==> src/rtl/unpack_pixels.sv <==
// unpack_pixels: converts a stream of CSI-2 style payload bytes into 10-bit pixels.
//   Decodes RAW8 (id 0x2A) and RAW10 (id 0x2B) long packets, frame start (0x00) and
//   frame end (0x01) short packets. Any other data id with wc>0 is consumed silently.
//   The RAW10 unpacker is built only when UNPACK_RAW10_EN is defined; otherwise id 0x2B
//   is consumed silently and pix_out[1:0] is always 0.
// Ports:
//   clk, reset                 - clock, synchronous active-high reset
//   data_in/data_valid         - payload byte stream
//   pkt_start, id, wc, hdr_err - decoded header, valid with the pkt_start pulse
//   pix_out/pix_valid          - pixel stream
//   line_start/line_end        - coincident with the first/last pixel of a line
//   frame_start/frame_end      - one-cycle pulses after the matching short packet
//   line_cnt                   - lines completed in this frame (saturating)
//   len_err                    - sticky length/abort error, cleared by frame start
module unpack_pixels #(
   parameter int unsigned LCNT_W = 16
) (
   input  logic              clk,
   input  logic              reset,
   input  logic [7:0]        data_in,
   input  logic              data_valid,
   input  logic              pkt_start,
   input  logic [7:0]        id,
   input  logic [15:0]       wc,
   input  logic              hdr_err,
   output logic [9:0]        pix_out,
   output logic              pix_valid,
   output logic              line_start,
   output logic              line_end,
   output logic              frame_start,
   output logic              frame_end,
   output logic [LCNT_W-1:0] line_cnt,
   output logic              len_err
);

   typedef enum logic [1:0] {IDLE, RAW8, RAW10, SKIP} state_t;

   state_t              r_state;
   state_t              w_next;
   state_t              w_hdr_state;
   logic [15:0]         r_wc;
   logic [15:0]         r_cnt;
   logic [9:0]          r_pix_out;
   logic                r_pix_valid;
   logic                r_line_start;
   logic                r_line_end;
   logic                r_frame_start;
   logic                r_frame_end;
   logic [LCNT_W-1:0]   r_line_cnt;
   logic                r_len_err;
   logic [5:0]          w_id;
   logic                w_accept;
   logic                w_last;
   logic                w_unused_id;

`ifdef UNPACK_RAW10_EN
   logic [2:0]          r_grp;        // position of the next byte within its 5-byte group
   logic [3:0][7:0]     r_msb;        // capture buffer for the group being received
   logic [3:0][7:0]     r_bank_msb;   // emit bank; entry 0 is never read
   logic [7:0]          r_lsb;
   logic [1:0]          r_emit_idx;   // next bank pixel to emit, 0 = bank empty
   logic                r_bank_last;
   logic                w_last_grp;
`endif

   assign w_id        = id[5:0];
   assign w_unused_id = &{1'b0, id[7:6]};
   // The header cycle owns the bus: a byte coincident with pkt_start is not counted.
   assign w_accept    = data_valid & ~pkt_start & (r_state != IDLE);
   assign w_last      = w_accept & (r_cnt == r_wc - 16'd1);
`ifdef UNPACK_RAW10_EN
   // Fewer than 5 bytes remain after this group: it is the last complete one.
   assign w_last_grp  = ({1'b0, r_cnt} + 17'd5) >= {1'b0, r_wc};
`endif

   always_comb begin
      w_hdr_state = IDLE;
      if (wc != 16'd0) begin
         case (w_id)
            6'h00, 6'h01: w_hdr_state = IDLE;
            6'h2A:        w_hdr_state = RAW8;
`ifdef UNPACK_RAW10_EN
            6'h2B:        w_hdr_state = RAW10;
`endif
            default:      w_hdr_state = SKIP;
         endcase
      end
   end

   always_comb begin
      w_next = r_state;
      if (pkt_start)   w_next = hdr_err ? IDLE : w_hdr_state;
      else if (w_last) w_next = IDLE;
   end

   always_ff @(posedge clk) begin
      if (reset) r_state <= IDLE;
      else       r_state <= w_next;
   end

   always_ff @(posedge clk) begin
      if (reset) begin
         r_wc          <= '0;
         r_cnt         <= '0;
         r_pix_out     <= '0;
         r_pix_valid   <= 1'b0;
         r_line_start  <= 1'b0;
         r_line_end    <= 1'b0;
         r_frame_start <= 1'b0;
         r_frame_end   <= 1'b0;
         r_line_cnt    <= '0;
         r_len_err     <= 1'b0;
`ifdef UNPACK_RAW10_EN
         r_grp         <= '0;
         r_msb         <= '0;
         r_bank_msb    <= '0;
         r_lsb         <= '0;
         r_emit_idx    <= '0;
         r_bank_last   <= 1'b0;
`endif
      end else begin
         r_pix_valid   <= 1'b0;
         r_line_start  <= 1'b0;
         r_line_end    <= 1'b0;
         r_frame_start <= 1'b0;
         r_frame_end   <= 1'b0;
`ifdef UNPACK_RAW10_EN
         // Pixels 1..3 of a loaded bank drain regardless of headers (abort included).
         if (r_emit_idx != 2'd0) begin
            r_pix_out   <= {r_bank_msb[r_emit_idx], r_lsb[{r_emit_idx, 1'b0} +: 2]};
            r_pix_valid <= 1'b1;
            r_line_end  <= r_bank_last & (r_emit_idx == 2'd3);
            r_emit_idx  <= (r_emit_idx == 2'd3) ? 2'd0 : r_emit_idx + 2'd1;
         end
`endif
         if (pkt_start) begin
            r_wc  <= wc;
            r_cnt <= '0;
`ifdef UNPACK_RAW10_EN
            r_grp <= '0;
            r_msb <= '0;
`endif
            if (!hdr_err) begin
               if (r_state != IDLE) r_len_err <= 1'b1;
               if (w_id == 6'h00) begin
                  r_frame_start <= 1'b1;
                  r_line_cnt    <= '0;
                  r_len_err     <= 1'b0;
               end
               if (w_id == 6'h01) r_frame_end <= 1'b1;
            end
         end else if (w_accept) begin
            r_cnt <= r_cnt + 16'd1;
            if (w_last && (r_line_cnt != '1)) r_line_cnt <= r_line_cnt + LCNT_W'(1);
            if (r_state == RAW8) begin
               r_pix_out    <= {data_in, 2'b00};
               r_pix_valid  <= 1'b1;
               r_line_start <= (r_cnt == 16'd0);
               r_line_end   <= w_last;
            end
`ifdef UNPACK_RAW10_EN
            if (r_state == RAW10) begin
               if (r_grp == 3'd4) begin
                  // Pixel 0 leaves directly with the LSB byte; 1..3 go via the bank.
                  r_grp        <= '0;
                  r_pix_out    <= {r_msb[0], data_in[1:0]};
                  r_pix_valid  <= 1'b1;
                  r_line_start <= (r_cnt == 16'd4);
                  r_lsb        <= data_in;
                  r_bank_msb   <= {r_msb[3], r_msb[2], r_msb[1], 8'h00};
                  r_bank_last  <= w_last_grp;
                  r_emit_idx   <= 2'd1;
               end else begin
                  r_msb[r_grp[1:0]] <= data_in;
                  r_grp             <= r_grp + 3'd1;
               end
               if (w_last && (r_grp != 3'd4)) r_len_err <= 1'b1;
            end
`endif
         end
      end
   end

   assign pix_out     = r_pix_out;
   assign pix_valid   = r_pix_valid;
   assign line_start  = r_line_start;
   assign line_end    = r_line_end;
   assign frame_start = r_frame_start;
   assign frame_end   = r_frame_end;
   assign line_cnt    = r_line_cnt;
   assign len_err     = r_len_err;

endmodule

==> config.mk <==
export PLATFORM = sky130hd
export DESIGN_NAME = unpack_pixels
export DESIGN_NICKNAME = d
export VERILOG_FILES = /design/src/rtl/unpack_pixels.sv
export SDC_FILE = /design/constraint.sdc
export NUM_CORES = 1
export LEC_CHECK = 0
export CORE_MARGIN = 10
export CORE_UTILIZATION = 35
export CTS_CLUSTER_SIZE = 40
export DETAILED_ROUTE_END_ITERATION = 6
export PLACE_DENSITY = 0.62
export SLEW_MARGIN = 20
export SYNTH_ARGS = -nofsm -noshare
export SYNTH_HDL_FRONTEND = slang
export SYNTH_SLANG_ARGS = --single-unit
==> constraint.sdc <==
create_clock -name clk -period 3.3 [get_ports clk]
set_clock_uncertainty 0.15 [all_clocks]
set_input_delay 0.66 -clock clk [delete_from_list [all_inputs] [get_ports clk]]
set_output_delay 0.66 -clock clk [all_outputs]
set_load 0.05 [all_outputs]
==> results.txt, run 1 <==
Run status: finished clean
PwrDens: 387.7 nW/µm²
Post-Syn Instances: 405
CTS Hold Bufs: 0
Final #Nets: 512
Initial DRC Count: 148
Yosys cell types: 57
Fill count: 934
Max-cap viol count: 0
Area post-placement: 4145 µm²
Post-DR wirelength/cell: 14.74 µm
CP Launch Type: flip-flop
Gpl congestion: 0.8207
Crit path time final: 2986 ps
Setup repair bufs after CTS: 0
CP Class: flip-flop to flip-flop
CP Data Required Time: 3390 ps
Worst rel slew slack: 54.29%
Final Hold Fails: 0
Vias after detailed routing: 3,119
Leak: 1.599 nW
Startpoint of the worst hold path: pix_out[6]
Final Slew Violations: 0
Slew @ Worst Pin: 683.2 ps
CTS resizes: 0
RSZ-0062 raised after global routing: false
Clk Latency, worst-skew pair: 350 ps
Root Buffer: clkbuf_8
Antenna violations before repair: 0
Critical Path Source: r_wc[0]
Cell Area, Synth: 3358 µm²
Worst IR Drop VDD: 0.0001626 V
N_diodes: 0
Register area: 1281 µm²
Yosys warnings: 0
Residual DRC count: 0
Critical path arrival: 3080 ps
CTS Buf Count: 9
Top fanout value on the critical path: 15
DP Wirelength: 6803 µm
Total Neg Setup Slack: 0 ps
Finished Core Util: 46.78%
Max Clock Freq: 334.9 MHz
Sequential share of the synthesized area: 38.15%
Drt first pass iters: 5
H-tree depth: 3
CTS tree: yes
Post-route cell area: 4343 µm²
Final setup violation count: 0
Initial Utilization: 36.17%
Ys async rst share: 0%
Clk sinks: 64
Die W: 118.0 µm
FP Rows: 35
Clock slew at reported path FFs: 70 ps
DIE HEIGHT: 118.0 µm
Fin crit share: 90.50%
Total core area: 9284 µm²
PortBufs: 64
ANT nets after route: 0
Gr usage total: 12.83%
Vias in the first global route: 3,011
Synthesis-to-layout area growth: 29.32%
Die area: 13,910 µm²
Worst hold path class: flip-flop to flip-flop
Syn avg cell area: 8.292 µm²
Hold Slack: 302.5 ps
Pwr Total: 1.684 mW
EDFF count, synth: 0
Ports: 69
Worst r2r src: r_wc[0]
Global-route wire length before repair: 14,970 µm
Yosys reg bits: 64
Grt ovf: 0
Top_reg_cell synth: dfxtp_1
Avg Vias per Cell: 5.164
Share of cells above drive strength 1: 8.211%
Clock Path Buffers: 2
Worst Setup End Kind: flip-flop
Largest net degree at the start of global routing: 22
Multi-input logic area: 1956 µm²
Total wire length: 8902 µm
## power breakdown
part	total (mW)	internal, mW	switching (mW)
Combinational	0.227	0.113	0.114
Sequential	0.809	0.787	0.0218
Clock	0.648	0.350	0.298
## registers in the layout, indices dropped and copies added, names as in the netlist
register and count:
r_state 2, pix_valid 1, r_cnt 16, line_start 1
len_err 1, pix_out 8, line_cnt 16, frame_end 1
line_end 1, frame_start 1, r_wc 16
## through the flow
step | worst slack, ps | instances
floorplan | 497.4 | 406
global placement | 211.9 | 589
detailed placement | 192.3 | 589
CTS | 178.2 | 604
global route | 113.3 | 604
finish | 313.7 | 604
## cell usage after synthesis, drive strengths merged (2+ instances only)
master   n  area share, %
nor4b    2           0.52
or4      6            1.5
nand4   13            2.4
buf      5            1.2
nor3b    2           0.45
nand4b   2           0.52
ha       4            1.5
mux2i   24            7.2
a41oi    2           0.52
nor3    14            2.2
inv      7           0.78
nor2    60            6.7
and2     3           0.56
a31oi    4           0.75
or2      3           0.56
nor4    13            2.6
nor2b    2           0.37
o21ai    8            1.2
nand2   42            4.7
clkbuf  16            1.8
or3      9            1.8
o211ai   3           0.67
and3     5           0.93
a32oi    2           0.52
xor2    16            4.2
a31o     3           0.78
nand3   15            2.2
nand2b   2           0.37
a21oi   17            2.6
xnor2   19            5.0
a41o     2           0.60
dfxtp   64             38
## critical path: stages, from the launching register on
cell and delay, ps:
dfxtp_1 380, inv_1 80, ha_1 230, or3b_1 410, o41ai_2 280, o2111ai_1 180
nor4_2 210, and4bb_2 300, a21o_2 320, a31oi_1 130, a41o_1 210
## cell type report
class	count	share of cell area, %
clock buffer	13	4.120
clock inverter	2	0.2881
inverter	8	0.6914
multi-input combinational	313	45.03
sequential	64	29.50
tap	129	3.717
timing repair buffer	75	16.65
## layout by cell type, fill, tap and decap left out, drive strengths merged, types with 14 or more instances in the layout
| master | netlist | layout |
|---|---|---|
| mux2i | 24 | 24 |
| xor2 | 16 | 16 |
| a21oi | 17 | 17 |
| xnor2 | 19 | 19 |
| nand3 | 15 | 15 |
| nor3 | 14 | 14 |
| clkdlybuf4s50 | 0 | 64 |
| nand2 | 42 | 42 |
| nor2 | 60 | 60 |
| dfxtp | 64 | 64 |
## kinds of logic after synthesis
group | share of synthesized area, %
AO/OA/AOI/OAI | 10.47
XOR/XNOR | 9.128
adder cells (fa/ha/maj) | 1.490
buffers and inverters | 3.912
flip-flops | 38.15
multiplexers | 7.153
other | 0.1117
AND/OR/NAND/NOR | 29.58
## path summary, 6_finish.rpt
path	end	slack [ps]	cells past startpoint
worst min-delay path	pix_out[6]	300	2
worst max register to register	line_cnt[10]	310	10
worst min register to register	pix_out[6]	300	2
worst max-delay path	line_cnt[10]	310	10
## layer usage
layer,vias to the layer above,GRT usage [%],share of wire (%)
met2,71,20.80,49
met1,1477,15.73,45
met5,-,0,0
met4,0,5.719,1.3
met3,9,3.022,5.0
li1,1562,-,-
No activity file was read; power rests on OpenSTA's default activity.
==> run 2: changes to the inputs <==
- CORE_UTILIZATION: 35 -> 46
- GPL_TIMING_DRIVEN: default -> 0
- PLACE_DENSITY: 0.62 -> 0.8
- clock period: 3.3 -> 2.7 ns (I/O delays scaled with it)
==> results.txt, run 2 (synthesized netlist as in run 1, its figures left out) <==
Multi-input logic area: 2173 µm²
Power share of the combinational group: 15.9%
Worst Setup End Kind: flip-flop
Finished Core Util: 65.28%
Register area: 1291 µm²
Worst r2r src: r_wc[0]
Switching power: 0.5755 mW
FP Rows: 31
Synthesis-to-layout area growth: 39.49%
Grt ovf: 0
Total Neg Setup Slack: -2678 ps
CP Class: flip-flop to flip-flop
Global-route wire length before repair: 15,730 µm
N_diodes: 0
PwrDens: 460.9 nW/µm²
Die W: 105.4 µm
Internal: 1.583 mW
DIE HEIGHT: 105.4 µm
CTS tree: yes
Gr usage total: 16.82%
Leak: 1.709 nW
Fin crit share: 109.3%
Total wire length: 9942 µm
Worst hold path class: flip-flop to flip-flop
Total core area: 7176 µm²
Max-cap viol count: 0
Startpoint of the worst hold path: pix_out[4]
Max Clock Freq: 338.8 MHz
DP Wirelength: 6876 µm
Avg Vias per Cell: 5.714
CTS Buf Count: 9
Final WS setup: -251.5 ps
Largest net degree at the start of global routing: 12
Clock Path Buffers: 2
Initial Utilization: 46.80%
RSZ-0062 raised after global routing: true
Commonest non-fill, non-tap cells in the layout: clkdlybuf4s50_1, dfxtp_1, nor2_1, nand2_1, mux2i_1
PortBufs: 64
Vias in the first global route: 3,220
Gpl congestion: 0.8683
Run status: complete, but fails checks
Vias after detailed routing: 3,411
Leading cell type in the layout, fill and taps excluded: clkdlybuf4s50_1
Area post-placement: 4141 µm²
Final setup violation count: 19
Critical Path Source: r_wc[0]
Top fanout value on the critical path: 5
Worst rel slew slack: 50.53%
Violated checks: setup timing
Drt first pass iters: 5
Final #Nets: 534
Ports: 69
Worst IR Drop VDD: 0.0002315 V
Sw frac: 26.66%
Antenna violations before repair: 0
ANT nets after route: 0
CP Data Required Time: 2760 ps
CP Launch Type: flip-flop
Clk Latency, worst-skew pair: 340 ps
Clock Power Share: 38.1%
Pre-CTS setup slack: -699.1 ps
H-tree depth: 3
Fill count: 555
Crit path time final: 2952 ps
Share of cells above drive strength 1: 16.87%
Residual DRC count: 0
Final Slew Violations: 0
Clk sinks: 64
Critical path arrival: 3010 ps
Post-route cell area: 4684 µm²
Slew @ Worst Pin: 740.2 ps
Root Buffer: clkbuf_8
Clock slew at reported path FFs: 80 ps
Final Hold Fails: 0
Initial DRC Count: 188
Seq pwr share: 46.0%
Post-DR wirelength/cell: 16.65 µm
Die area: 11,120 µm²
[run 2: changes by cell type in the layout (fill, tap and decap cells not counted), moves of 3 or more]
cell      before  now
a21oi_1       16   10
a21oi_2        1    6
buf_4         11   15
clkbuf_1       0   12
clkbuf_8      13   10
dfxtp_1       64   60
nor3_1        13    9
nor3_2         1    4
nor4_4         0    3
[run 2: final cells by class]
class                      instances  area share (%)
timing repair buffer              79           16.43
inverter                           8          0.6944
tap                               99           2.644
multi-input combinational        313           46.39
clock inverter                     5           1.202
sequential                        64           27.56
buffer                            18           2.057
clock buffer                      11           3.018
[run 2: timing repair]
action	in CTS	in global routing
setup endpoints to repair	20	31
gates resized for setup	32	18
gates cloned	0	0
pin swaps	20	9
hold buffers	0	0
setup buffers	9	6
[run 2: per-layer routing]
layer  vias up  global-route usage (%)  routed length [µm]
met1      1631                   20.07                3962
li1       1616                       -                   -
met4         0                   6.765                 180
met5         -                       0                   0
met2       143                   28.84                5150
met3        21                   3.410                 648
[run 2: through the flow]
step / hold WS, ps / total power, mW / std cells
after global routing: 332.3 / 2.237 / 597
after floorplan: 332.2 / 1.181 / 406
final: 305.0 / 2.159 / 597
after CTS: 306.8 / 2.128 / 594
after detailed placement: 295.9 / 1.286 / 569
after global placement: 291.3 / 1.275 / 569
[run 2: worst paths after layout]
kind	to	slack, ps	cells after the start
worst max register to register	r_state[1]	-250	8
worst min register to register	pix_out[4]	300	2
worst min-delay path	pix_out[4]	300	2
worst max-delay path	r_state[1]	-250	8
[run 2: worst max-delay path, cell delays in order, from the launching register on]
cell and delay [ps]:
dfxtp_4 380, or4_4 550, or4_4 500, a32oi_2 220, a21oi_2 110, buf_4 160, or4_4 510, a31oi_1 180
nor2_1 60
[run 2: power groups by stage]
stage	registers [mW]	clock network [mW]	logic, mW
2_1_floorplan	1.00	0	0.177
3_3_place_gp	1.01	0	0.270
3_5_place_dp	1.01	0	0.279
4_1_cts	0.987	0.828	0.312
5_1_grt	0.996	0.873	0.368
6_report	0.994	0.822	0.343
==> run 3: changes to the inputs <==
- ABC_AREA: default -> 1
- CORE_UTILIZATION: 46 -> 48
- PLACE_DENSITY: 0.8 -> 0.81
==> results.txt, run 3 <==
Run status: finished clean
Avg Vias per Cell: 5.229
Die area: 11,900 µm²
Cell mode on critical path: nor2_1
Top_reg_cell synth: dfxtp_1
Crit path cell chain: clkdlybuf4s50_1 -> inv_1 -> nor2_1 -> nand2_2 -> nor2_1 -> nand2_1 -> nor2_1 -> nand3_1 -> nor2_2 -> nand3_4 -> nand2_4 -> buf_12 -> nand2_2 -> a21oi_2
DIE HEIGHT: 109.1 µm
CP peak stage delay: 500 ps
Sequential share of the synthesized area: 33.62%
CP Class: input port to flip-flop
Worst hold path class: flip-flop to flip-flop
Highest routed layer: met4
Max Clock Freq: 394.1 MHz
Total wire length: 10,860 µm
DR WL met2: 5494 µm
CTS tree: yes
Worst IR Drop VDD: 0.0003171 V
Post-route cell area: 4796 µm²
Die W: 109.1 µm
Post-DR wirelength/cell: 14.63 µm
Post-Syn Instances: 560
Final Slew Violations: 0
Max-cap viol count: 0
Clock Path Buffers: 2
H-tree depth: 3
DP Wirelength: 8588 µm
PortBufs: 63
Leading cell type in the layout, fill and taps excluded: nand2_1
ANT nets after route: 0
Crit path time final: 2538 ps
N_diodes: 0
Final Hold Fails: 0
Crit path max-delay family: simple AND/OR/NAND/NOR gates
Fin crit share: 93.98%
Post-Place Cells: 726
Synthesis-to-layout area growth: 25.84%
Cell Area, Synth: 3811 µm²
Worst rel slew slack: 57.20%
Commonest non-fill, non-tap cells in the layout: nand2_1, nor2_1, inv_1, dfxtp_1, clkdlybuf4s50_1
Area post-placement: 4573 µm²
Final setup violation count: 0
Root Buffer: clkbuf_8
Post-synth top area cell: dfxtp_1
FP Rows: 32
Leak: 1.845 nW
WL met3: 606 µm
Crit path buffers/inverters: 3
Syn avg cell area: 6.806 µm²
CP Launch Type: input port
Drt first pass iters: 4
Critical Path Source: data_valid
CTS Buf Count: 9
Count leader, synth: nand2_1
Yosys cell types: 37
Ranking of synthesized cells by area: dfxtp_1, nand2_1, nor2_1
Grt ovf: 0
Worst r2r src: r_wc[0]
CP Data Required Time: 2830 ps
Total core area: 7727 µm²
RSZ-0062 raised after global routing: false
Largest net degree at the start of global routing: 13
Share of cells above drive strength 1: 10.16%
Slowest cell on crit path: clkdlybuf4s50_1
Initial DRC Count: 206
Slew @ Worst Pin: 642.0 ps
EDFF count, synth: 0
Global-route wire length before repair: 18,030 µm
Startpoint of the worst hold path: pix_out[4]
Clk Latency, worst-skew pair: 350 ps
Top fanout value on the critical path: 10
Setup repair bufs after CTS: 0
Vias in the first global route: 3,848
Vias after detailed routing: 3,880
Residual DRC count: 0
PwrDens: 471.0 nW/µm²
Yosys warnings: 0
Fill count: 725
Yosys reg bits: 64
Critical path arrival: 2660 ps
Yosys top cell area share: 33.62%
Clock slew at reported path FFs: 80 ps
Initial Utilization: 49.32%
Synth cell count leaders: nand2_1, nor2_1, inv_1
Ports: 69
Worst Setup End Kind: flip-flop
Ys async rst share: 0%
Non-filler cells, final: 742
Gr usage total: 18.81%
Gpl congestion: 0.9233
Clk sinks: 64
Final #Nets: 676
Met1 WL: 4590 µm
Antenna violations before repair: 0
## run 3: cell types whose count changed after synthesis, moves of 12 or more
cell / before / now
nor2_1: 60 / 81
nand3_1: 15 / 50
a21oi_1: 16 / 36
nand2_1: 42 / 88
mux2i_1: 24 / 0
inv_1: 7 / 65
o21ai_0: 1 / 35
nand2_2: 0 / 12
## run 3: layer usage
metal	vias to the layer above	track usage [%]
li1	1963	-
met1	1800	21.17
met2	101	33.68
met3	16	4.897
met4	0	6.121
met5	-	0
## run 3: logic make-up (layout without fill, tap and decap cells)
| logic type | after synthesis | after routing | share of synthesized area, % |
|---|---|---|---|
| and+or+nand+nor | 286 | 286 | 35.65 |
| buffers and inverters | 87 | 166 | 9.258 |
| AOI/OAI and AO/OA | 86 | 86 | 12.71 |
| DFF | 64 | 64 | 33.62 |
| xor gates and xnor gates | 32 | 32 | 7.354 |
| adders and majority gates | 4 | 4 | 1.313 |
| other | 1 | 2 | 0.09840 |
## run 3: stage by stage
| stage | util, % | hold WS (ps) | setup TNS (ps) | setup WS (ps) | power [mW] |
|---|---|---|---|---|---|
| after floorplan | - | 310.8 | 0 | 350.0 | 1.240 |
| after global placement | 59.18 | 281.5 | -2527 | -206.1 | 1.348 |
| after detailed placement | 59.18 | 289.1 | -3336 | -254.9 | 1.356 |
| after CTS | 62.03 | 299.7 | 0 | 102.8 | 2.266 |
| after global routing | 62.06 | 320.5 | 0 | 24.15 | 2.358 |
| final | 62.06 | 297.6 | 0 | 162.4 | 2.259 |
## run 3: repair_timing
| action | CTS | global route |
|---|---|---|
| hold endpoints to repair | 0 | 0 |
| gates resized for setup | 0 | 1 |
| hold buffers | 0 | 0 |
| endpoints found under the setup margin | 0 | 10 |
## run 3: where the power goes
part / switching (mW) / internal (mW) / total [mW]
combinational: 0.208 / 0.137 / 0.346
sequential: 0.0278 / 0.967 / 0.995
clock: 0.398 / 0.521 / 0.918
## run 3: final timing paths
| check | slack, ps | to | cells after the start |
|---|---|---|---|
| setup / recovery | 160 | line_cnt[6] | 14 |
| hold / removal | 300 | pix_out[4] | 2 |
| setup reg to reg | 230 | line_cnt[6] | 14 |
| hold reg to reg | 300 | pix_out[4] | 2 |
## run 3: final cells by class
| cell class | instances | area, µm² | share of cell area, % |
|---|---|---|---|
| Sequential cell | 64 | 1281 | 26.72 |
| Inverter | 70 | 262.8 | 5.479 |
| Clock buffer | 9 | 123.9 | 2.583 |
| Tap cell | 102 | 127.6 | 2.661 |
| Timing Repair Buffer | 63 | 630.6 | 13.15 |
| Clock inverter | 7 | 96.34 | 2.009 |
| Multi-Input combinational cell | 410 | 2183 | 45.53 |
| Buffer | 17 | 90.09 | 1.878 |
## run 3: worst register-to-register path: cells and delay by family (launching register included)
family          cells  cell delay [ps]
flops               1              390
xor+xnor            1              170
buf+inv             2              240
fa+ha+maj           1              330
simple gates        9             1010
compound gates      1              110
